## config.mk

```make
export PLATFORM = sky130hd
export DESIGN_NAME = sync_fifo_param
export DESIGN_NICKNAME = d
export VERILOG_FILES = /design/src/rtl/sync_fifo_param.sv
export SDC_FILE = /design/constraint.sdc
export NUM_CORES = 1
export LEC_CHECK = 0
export ABC_AREA = 0
export CAP_MARGIN = 20
export CORE_ASPECT_RATIO = 0.9
export CORE_MARGIN = 10
export CORE_UTILIZATION = 42
export DETAILED_ROUTE_END_ITERATION = 8
export PLACE_DENSITY_LB_ADDON = 0.12
export SLEW_MARGIN = 20
export SYNTH_ARGS = -nofsm -noshare
export SYNTH_HDL_FRONTEND = slang
export SYNTH_SLANG_ARGS = --single-unit
```

## constraint.sdc

```tcl
create_clock -name clk -period 7.3 [get_ports clk]
set_input_delay 2.19 -clock clk [delete_from_list [all_inputs] [get_ports clk]]
set_output_delay 2.19 -clock clk [all_outputs]
set_load 0.01 [all_outputs]
```

## src/rtl/sync_fifo_param.sv

```systemverilog
// Parametrised single-clock FIFO with occupancy count, registered read port and error pulses.
// Latency: 1 cycle write-to-readable and rd_en-to-rd_data; writes while full (without rd_en) and reads while empty are dropped and flagged.
module sync_fifo_param #(
    parameter int DATA_WIDTH    = 8,
    parameter int DEPTH         = 16,
    parameter int AFULL_THRESH  = DEPTH - 2,
    parameter int AEMPTY_THRESH = 2
) (
    input  logic                       clk,
    input  logic                       rst,
    input  logic                       wr_en,
    input  logic [DATA_WIDTH-1:0]      wr_data,
    input  logic                       rd_en,
    output logic [DATA_WIDTH-1:0]      rd_data,
    output logic                       rd_valid,
    output logic                       full,
    output logic                       empty,
    output logic                       almost_full,
    output logic                       almost_empty,
    output logic [$clog2(DEPTH):0]     count,
    output logic                       overflow,
    output logic                       underflow
);
    localparam int PTR_W = $clog2(DEPTH);
    localparam int CNT_W = PTR_W + 1;

    generate
        if (DEPTH < 2 || (DEPTH & (DEPTH - 1)) != 0) begin : g_bad_depth
            $error("sync_fifo_param: DEPTH must be a power of two and at least 2");
        end
        if (AFULL_THRESH < 1 || AFULL_THRESH > DEPTH) begin : g_bad_afull
            $error("sync_fifo_param: AFULL_THRESH must be within 1..DEPTH");
        end
        if (AEMPTY_THRESH < 0 || AEMPTY_THRESH > DEPTH - 1) begin : g_bad_aempty
            $error("sync_fifo_param: AEMPTY_THRESH must be within 0..DEPTH-1");
        end
    endgenerate

    logic [DATA_WIDTH-1:0] mem_q [DEPTH];
    logic [DATA_WIDTH-1:0] mem_d [DEPTH];
    logic [PTR_W-1:0]      wr_ptr_q, wr_ptr_d;
    logic [PTR_W-1:0]      rd_ptr_q, rd_ptr_d;
    logic [CNT_W-1:0]      count_q, count_d;
    logic [DATA_WIDTH-1:0] rd_data_q, rd_data_d;
    logic                  rd_valid_q, rd_valid_d;
    logic                  overflow_q, overflow_d;
    logic                  underflow_q, underflow_d;
    logic                  wr_acc, rd_acc;

    // A full FIFO still accepts a write when a read frees the slot on the same edge.
    always_comb begin
        wr_acc      = wr_en & (~full | rd_en);
        rd_acc      = rd_en & ~empty;
        mem_d       = mem_q;
        wr_ptr_d    = wr_ptr_q;
        rd_ptr_d    = rd_ptr_q;
        count_d     = count_q;
        rd_data_d   = rd_data_q;
        rd_valid_d  = rd_acc;
        overflow_d  = wr_en & ~wr_acc;
        underflow_d = rd_en & ~rd_acc;
        if (wr_acc) begin
            mem_d[wr_ptr_q] = wr_data;
            wr_ptr_d        = wr_ptr_q + PTR_W'(1);
        end
        if (rd_acc) begin
            rd_data_d = mem_q[rd_ptr_q];
            rd_ptr_d  = rd_ptr_q + PTR_W'(1);
        end
        case ({wr_acc, rd_acc})
            2'b10:   count_d = count_q + CNT_W'(1);
            2'b01:   count_d = count_q - CNT_W'(1);
            default: count_d = count_q;
        endcase
    end

    always_ff @(posedge clk) begin
        if (rst) begin
            wr_ptr_q    <= '0;
            rd_ptr_q    <= '0;
            count_q     <= '0;
            rd_data_q   <= '0;
            rd_valid_q  <= 1'b0;
            overflow_q  <= 1'b0;
            underflow_q <= 1'b0;
        end else begin
            wr_ptr_q    <= wr_ptr_d;
            rd_ptr_q    <= rd_ptr_d;
            count_q     <= count_d;
            rd_data_q   <= rd_data_d;
            rd_valid_q  <= rd_valid_d;
            overflow_q  <= overflow_d;
            underflow_q <= underflow_d;
        end
    end

    // Storage is left uncleared on reset; zeroed pointers make old words unreachable.
    always_ff @(posedge clk) begin
        mem_q <= mem_d;
    end

    assign rd_data      = rd_data_q;
    assign rd_valid     = rd_valid_q;
    assign overflow     = overflow_q;
    assign underflow    = underflow_q;
    assign count        = count_q;
    assign full         = (count_q == CNT_W'(DEPTH));
    assign empty        = (count_q == '0);
    assign almost_full  = (count_q >= CNT_W'(AFULL_THRESH));
    assign almost_empty = (count_q <= CNT_W'(AEMPTY_THRESH));

endmodule
```

# Word-level counts from Yosys, hierarchy flattened
# Cells that the tools add are included.
[word_totals]
ff_bits = 152
inputBits = 12
out_inout_bits = 20
elab_cells = 56
[classes]
n_addsub = 4
order_cmp = 5
n_eq_ne = 3
mux = 7
n_bitwise = 11
n_reduce_logical = 3
[op_table]
columns = ["cell", "n"]
rows = [
  ["128-bit bitwise mux", 1],
  ["8-bit binary-select mux with 4-bit select", 1],
  ["8-bit demux with 4-bit select", 1],
  ["8-bit two-way mux", 3],
  ["5-bit greater-or-equal comparator (second input constant)", 2],
  ["4-bit inverter with 5-bit output", 2],
  ["5-bit case mux with 2 select lines", 1],
  ["4-bit by 1-bit adder with 4-bit output (second input constant)", 2],
  ["5-bit by 1-bit adder with 5-bit output (second input constant)", 1],
  ["5-bit equality test (second input constant)", 1],
  ["5-bit by 4-bit greater-or-equal comparator with 1-bit output (second input constant)", 1],
  ["5-bit by 2-bit <= comparator with 1-bit output (second input constant)", 1],
  ["5-bit zero test", 1],
  ["5-bit by 1-bit less-than comparator with 1-bit output (second input constant)", 1],
  ["5-bit by 1-bit subtractor with 5-bit output (second input constant)", 1],
  ["1-bit bitwise AND", 4],
  ["1-bit inverter", 4],
  ["2-bit by 1-bit equality test with 1-bit output (second input constant)", 1],
  ["2-bit equality test (second input constant)", 1],
  ["2-bit nonzero test", 1],
  ["1-bit logical AND", 1],
  ["1-bit OR", 1],
]

# Logic depth before layout (Yosys ltp)
[depth]
ltp_word = 6
mapped_depth = 11
depth_no_buf = 11

# Worst setup path before layout
# Ideal clock, no wire load.
[synth_path]
kind = "input to register"
from = "input port rd_en"
to = "register count_q[4], in the netlist count[4]"
setup_ns = 0.123
arrival_ns = 4.245
required_ns = 7.177
slack_ns = 2.932
cell_stages = 11
path_buffers = 1
cell_sequence = "inv_1 -> a21oi_1 -> buf_2 -> ha_1 -> inv_1 -> fa_1 -> nor2b_1 -> o21ai_1 -> nand3_1 -> or3b_1 -> mux2_1"
[synth_between]
word_cells_on_any_way = 7
cone_classes = "2 x eq/ne; 1 x mux; 3 x bitwise; 1 x reduce/logical"
[synth_rtl]
columns = ["element", "line_no", "source"]
rows = [
  ["from (decl)", "13", "input logic rd_en,"],
  ["1-bit bitwise AND *", "53", "rd_acc = rd_en & ~empty;"],
  ["net rd_acc", "48", "logic wr_acc, rd_acc;"],
  ["2-bit by 1-bit equality test with 1-bit output / 2-bit equality test (equally long branches)", "70", "case ({wr_acc, rd_acc})"],
  ["5-bit case mux with 2 select lines / 2-bit nonzero test (equally long branches)", "-", ""],
  ["to (signal assigned)", "89", "count_q <= count_d;"],
  ["to (decl)", "43", "logic [CNT_W-1:0] count_q, count_d;"],
]
# Mark *: on every way through the listed nets, which the timed path passes. The rest lies on a longest branch.
# A chain may end at the register's enable or synchronous reset.

# Worst setup path in the final report
[layout_path]
from = "input port rd_en"
to = "register count_q[4], in the netlist count[4]"
[layout_between]
elab_chain_cells = 4
word_cells_on_any_way = 7
cone_classes = "2 x eq/ne; 1 x mux; 3 x bitwise; 1 x reduce/logical"
[layout_lines]
columns = ["element", "line_no", "source"]
rows = [
  ["1-bit OR", "52", "wr_acc = wr_en & (~full | rd_en);"],
  ["1-bit bitwise AND", "52", ""],
  ["2-bit by 1-bit equality test with 1-bit output / 2-bit equality test (equally long branches)", "70", ""],
  ["5-bit case mux with 2 select lines / 2-bit nonzero test (equally long branches)", "-", ""],
]
# Several ways; a longest one is shown, not always the timed one.

==> impl_metrics.json <==
{
  "outcome": "completed",
  "finalCritPeriodShare_pct": 68.7,
  "fin_nets": 458,
  "post_cts_resized": 0,
  "syn2layout_area_growth_pct": 16.3,
  "max_cap_viol_count": 0,
  "whs_ns": 0.499,
  "tightest_slew_ns": 0.946,
  "wl_met3_um": 675,
  "ys_seq_area_share_pct": 70.8,
  "die_w_um": 147,
  "cts_buffers": 17,
  "post_cts_buffers": 0,
  "ys_top_cells_by_count": "edfxtp_1, mux2i_1, nor2_1, o22ai_1, dfxtp_1",
  "core-area_um2": 14100,
  "worstSetupStartpointType": "primary input",
  "seqCellArea_um2": 4330,
  "finalSetupViolations": 0,
  "cts.sink_count": 152,
  "cts_buffer_depth": 2,
  "cellLeakagePower_nw": 2.23,
  "syn_area_per_cell_um2": 15.2,
  "drt_wl_total_um": 13200,
  "grt_pass1_wl_um": 20300,
  "synth_compound_area_share_pct": 5.54,
  "synth.area.top_cells": "edfxtp_1, mux2i_1, dfxtp_1, o22ai_1, nor2_1",
  "total_power_w": 0.00226,
  "multi_input_area_um2": 1610,
  "synth_async_sr_flop_share_pct": 0,
  "ys_ff_latch": 152,
  "fin_area_um2": 7100,
  "worstPathMaxFanout": 21,
  "cts.clk_slew.worst_paths_ns": 0.05,
  "crit_required_ns": 7.60,
  "wl_per_cell_um": 20.6,
  "synth-simple-area-share_pct": 6.54,
  "die_h_um": 134,
  "wl_met1_um": 6140,
  "clk-insertion-delay-late_ns": 0.42,
  "yosysUniqueCellTypes": 35,
  "drt-pass1-iter-count": 5,
  "setup_tns_ns": 0,
  "dp_hpwl_um": 8560,
  "grt_util_all_layers_pct": 13.9,
  "drive_above_1_share_pct": 8.91,
  "highest_layer": "met4",
  "worstHoldPathType": "reg -> reg",
  "fill_cells": 1195,
  "synth_flop_cell": "edfxtp_1",
  "cp.arrival_ns": 5.32,
  "relSlewSlack_pct": 36.7,
  "routed_via_density": 5.26,
  "fmaxAchievable_mhz": 199,
  "fin_worst_skew_ns": 0.00675,
  "crit_type": "in -> reg",
  "synthAdderAreaFrac_pct": 2.17,
  "drc": 0,
  "synth_top_family_by_area": "multiplexers",
  "yosys.area.top_type": "edfxtp_1",
  "p_per_area_nw_per_um2": 318,
  "gp_congestion": 0.775,
  "grt_max_degree": 35,
  "gr-total-overflow": 0,
  "vias": 3379,
  "yosys_warnings": 0,
  "synth.most_common_cell": "edfxtp_1",
  "synthCells": 402,
  "pin_count": 32,
  "hold_viol_final": 0,
  "synth-xor-area-share_pct": 1.00,
  "max-vdd-ir-drop_uv": 168,
  "postPlaceCellArea_um2": 6570,
  "placed_cells": 610,
  "end_kind": "flop",
  "synth_mux_area_share_pct": 11.0,
  "drtIter0Drc": 317,
  "antenna_found_initial": 0,
  "htree_num_levels": 4,
  "portBuffers": 31,
  "fin_crit_ns": 5.02,
  "syn_area_um2": 6100,
  "grt_pass1_vias": 3341,
  "syn_nets": 424,
  "root_buffer": "clkbuf_16",
  "core.rowCount": 41,
  "cts.hold.buffers_added": 0,
  "dr_wl_met2_um": 6180,
  "synth_top_area_share_pct": 63.0,
  "dieArea_um2": 19800,
  "rsz0062_at_grt": "no",
  "maxSlewViolCount": 0,
  "start_util_pct": 43.3,
  "ant_nets": 0,
  "n_antenna_cell": 0,
  "synth-edff-count": 128,
  "cts_tree": "built",
  "fin_cells": 642
}
-- path summary, 6_finish.rpt --
| path | slack [ns] | endpoint | from | cells past startpoint |
|---|---|---|---|---|
| worst max-delay path | 2.28 | count[4] | rd_en | 11 |
| worst min-delay path | 0.50 | rd_data[0] | rd_data[0] | 2 |
| worst max register to register | 3.99 | count[4] | count[4] | 10 |
| worst min register to register | 0.50 | rd_data[0] | rd_data[0] | 2 |
-- logic make-up after synthesis --
kind of cell,Yosys count
buf+inv,33
xor+xnor,7
compound gates,51
flops,152
simple gates,82
mux,67
fa+ha+maj,10
-- worst max-delay path: stages --
cell and delay [ns]:
clkdlybuf4s50_1 0.48, inv_1 0.10, a21oi_2 0.69, ha_1 0.37, inv_1 0.10, fa_1 0.38, nor2b_1 0.16, o21ai_1 0.10
nand3_1 0.08, or3b_1 0.35, mux2_1 0.31
-- per-layer routing --
metal  GRT usage, %  vias to the layer above
met2           21.3                       77
met5              0                        -
met3           4.30                       15
li1               -                     1608
met1           18.0                     1679
met4           5.23                        0
-- cells in the final DEF (no fill, tap or decap) --
| cell type | count |
|---|---|
| clkinv_1 | 2 |
| nand2b_1 | 2 |
| inv_1 | 10 |
| clkbuf_16 | 17 |
| nand3_1 | 3 |
| a21oi_2 | 1 |
| fa_1 | 1 |
| a2111oi_0 | 1 |
| inv_2 | 1 |
| nor4_1 | 9 |
| nor4_4 | 1 |
| clkdlybuf4s50_1 | 31 |
| or3b_1 | 2 |
| nand4_1 | 2 |
| dfxtp_1 | 23 |
| buf_4 | 5 |
| nand3b_1 | 3 |
| o22ai_1 | 32 |
| nor2_1 | 37 |
| clkbuf_8 | 3 |
| nand2_1 | 13 |
| clkinvlp_4 | 1 |
| a31oi_4 | 1 |
| nor2b_1 | 2 |
| dfxtp_4 | 1 |
| clkinv_2 | 9 |
| xnor2_1 | 2 |
| a211oi_1 | 8 |
| clkbuf_1 | 1 |
| a21o_1 | 1 |
| a21oi_1 | 6 |
| mux2_1 | 1 |
| o21ai_1 | 1 |
| xor2_1 | 5 |
| ha_1 | 9 |
| mux2i_1 | 66 |
| edfxtp_1 | 128 |
| nor3_1 | 7 |
| or3_1 | 1 |
-- where the power goes --
part,switching [W],internal (W),leakage (nW)
Sequential,0.0000597,0.000994,1.35
Combinational,0.000232,0.000201,0.612
Clock,0.000316,0.000453,0.269
-- area by class of cell --
type                            instances  area share, %
Tap cell                              193           3.40
Timing Repair Buffer                   36           4.90
Sequential cell                       152           61.0
Inverter                               12          0.635
Multi-Input combinational cell        217           22.6
Clock buffer                           21           6.63
Clock inverter                         11          0.794
-- sequential cells by signal, summed over array words and instances, names as in the netlist --
name,count
wr_ptr_q,4
overflow,1
rd_ptr_q,4
mem_q,128
underflow,1
count,5
rd_valid,1
rd_data,8
-- through the flow --
stage | setup WS (ns) | util [%]
final | 2.28 | 50.3
after global routing | 2.05 | 50.3
after CTS | 2.27 | 50.3
after detailed placement | 1.83 | 46.6
after global placement | 1.92 | 46.6
after floorplan | 2.93 | -
(Power assumes the default switching activity.)
==> RTL edit (same flow settings) <==
`DATA_WIDTH`: 8 -> 10.
--- a/src/rtl/sync_fifo_param.sv
+++ b/src/rtl/sync_fifo_param.sv
@@ -1,7 +1,7 @@
 // Parametrised single-clock FIFO with occupancy count, registered read port and error pulses.
 // Latency: 1 cycle write-to-readable and rd_en-to-rd_data; writes while full (without rd_en) and reads while empty are dropped and flagged.
 module sync_fifo_param #(
-    parameter int DATA_WIDTH    = 8,
+    parameter int DATA_WIDTH    = 10,
     parameter int DEPTH         = 16,
     parameter int AFULL_THRESH  = DEPTH - 2,
     parameter int AEMPTY_THRESH = 2
Ports: changed (resized rd_data and wr_data); port bits go from 32 to 36. No check against the original RTL was run, so the function may have changed too.
==> RTL edit against the unedited design <==
Cell area grew 21%. Synthesized area grew 22%. Cell count grew 18%. Combinational power grew 21%. Worst setup slack gained 0.39 ns. Clock skew grew 0.0016 ns. First-iteration DRC count shrank 30%. Largest cell class unchanged. Wire length grew 23%. Total power grew 20%. Count of clock-buffer cells in the layout shrank 4. Sequential cell count grew 34. Worst hold slack gained 0.0080 ns.
==> RTL edit: results (changes against the unedited design) <==
** Synthesis
- Distinct cell type count after synthesis :: 38 (+8.6%)
- Cell types occupying the most area after synthesis :: sky130_fd_sc_hd__edfxtp_1 65%, sky130_fd_sc_hd__mux2i_1 11%, sky130_fd_sc_hd__dfxtp_1 7.0%, sky130_fd_sc_hd__o22ai_1 3.4%, sky130_fd_sc_hd__nor2_1 2.0%
- Number of enable flip-flop cells after synthesis :: 160 (+25%)
- Nets in the synthesized netlist :: 491 (+16%)
- The commonest cells after synthesis are 160 x sky130_fd_sc_hd__edfxtp_1, 82 x sky130_fd_sc_hd__mux2i_1, 40 x sky130_fd_sc_hd__o22ai_1.
- Part of the Yosys area used for sequential elements :: 71.6% (+0.72 points)
- Primary flip-flop cell chosen by synthesis mapping :: sky130_fd_sc_hd__edfxtp_1

** Global route
- The first-pass GRT wire length came to 24600 µm (+21%).
- Grt met3 use :: 3.26% (-1.0 points)
- The fraction of met2 tracks used by global routing came to 22.4% (+1.1 points).
- The global router's overall resource usage is 14.2% (+0.31 points).
- The met1 demand-to-capacity share in global routing came to 18.8% (+0.80 points).
- The largest net degree at the start of global routing came to 43 (+23%).
- Number of global-route vias before repair :: 3922 (+17%)

** Routing
- Routed length per placed instance :: 21.4 µm (+3.9%)
- Number of iterations in the first detailed-routing pass :: 4 (-1)
- Via total after detailed routing :: 3977 (+18%)
- The number of DRC violations after detailed-routing iteration 0 came to 222 (-30%).

** Placement
- The quantity of I/O buffers inserted on ports was 35 (+13%).
- The post-DP HPWL is 10800 µm (+26%).
- The placement-stage cell area is 7970 µm² (+21%).
- The global placer's final weighted congestion was 0.810 (+4.5%).

** Clocking
- Maximum clock path buffer count :: 2 (unchanged)
- The root buffer cell chosen for the clock tree is sky130_fd_sc_hd__clkbuf_16.
- Worst-path clk slew :: 0.07 ns (+0.02 ns)

** Timing
- The worst max-slew margin expressed relative to the limit came to 27.3% (-9.4 points).
- The clock tree skew after final layout was 0.00835 ns (+0.00159 ns).

** Setup path
- Reg-to-reg startpoint :: count[0]
- The reg-to-reg setup timing slack was 4.33 ns (+0.34 ns).
- The arrival time of the worst setup path is 4.95 ns (-0.37 ns).
- Broken down by cell family, the worst path's largest delay share belongs to buffers and inverters.
- Register-to-Register Path Depth :: 11 (+1)
- The delay of the slowest cell on the worst path is 0.48 ns (-0.21 ns).
- Worst-path cell with the longest stage delay :: sky130_fd_sc_hd__clkdlybuf4s50_1
- Maximum net fanout on the critical path :: 25 (+19%)

** Hold path
- Hold crit path type :: register to register

** Cells and area
- Fill cell instance count of the final layout :: 1554 (+30%)
- Final #Nets :: 529 (+16%)
- Fraction of final layout cells sized beyond drive strength 1 :: 10.2% (+1.3 points)
- Number of flip-flops in the largest register :: 160 (+25%)

** Power and ir drop
- Maximum VDD drop :: 0.173 mV (+3.0%)
- The leakage power total came to 0.00263 µW (+18%).

** Outcome
- The run finished with clean final reports.
[RTL edit: cell count changes in the layout (fill, tap and decap cells not counted), sizes merged, moves of 6 or more]
cell and change:
o22ai +8, inv +6, edfxtp +32, mux2i +16
clkinv -8
[RTL edit: routing by layer]
metal  share of wire (%)  vias up  wire length [µm]
met5                   0        -                 0
met4                 1.1        0               175
met3                 4.7       11               766
met2                  49       65              7880
met1                  46     2015              7390
li1                    -     1886                 -
[RTL edit: cells by family after synthesis]
kind of cell | Yosys count | share of synthesized area [%]
mux | 83 | 11.2
simple gates | 86 | 5.67
compound gates | 61 | 6.00
fa+ha+maj | 10 | 1.78
buf+inv | 34 | 2.98
flops | 186 | 71.6
xor+xnor | 7 | 0.824
[RTL edit: power by group]
group / internal, µW / switching, µW / leakage [µW]
combinational: 235 / 291 / 0.000692
sequential: 1210 / 60.9 / 0.00166
clock: 511 / 398 / 0.000275
[RTL edit: through the flow]
stage                     worst slack [ns]  std cells
final                                 2.67        758
after global routing                  2.45        758
after CTS                             2.68        758
after detailed placement              2.21        726
after global placement                2.27        726
after floorplan                       2.84        467
[RTL edit: area by class of cell]
class	count	area (µm²)	share of cell area (%)
well taps	240	300	3.51
multi-input cells	247	1900	22.2
inverters	12	45.0	0.526
clock buffers	17	425	4.97
flip-flops and latches	186	5330	62.2
clock inverters	15	166	1.94
repair buffers	41	395	4.62
[RTL edit: worst min path at each step]
stage	endpoint	slack, ns	start	cells after the start
2_1_floorplan	wr_ptr_q[0]	0.48	wr_ptr_q[0]	2
4_1_cts	rd_data[9]	0.51	rd_data[9]	2
6_report	rd_data[9]	0.51	rd_data[9]	2
5_1_grt	rd_data[9]	0.53	rd_data[9]	2
3_3_place_gp	rd_data[9]	0.50	rd_data[9]	2
3_5_place_dp	rd_data[9]	0.50	rd_data[9]	2
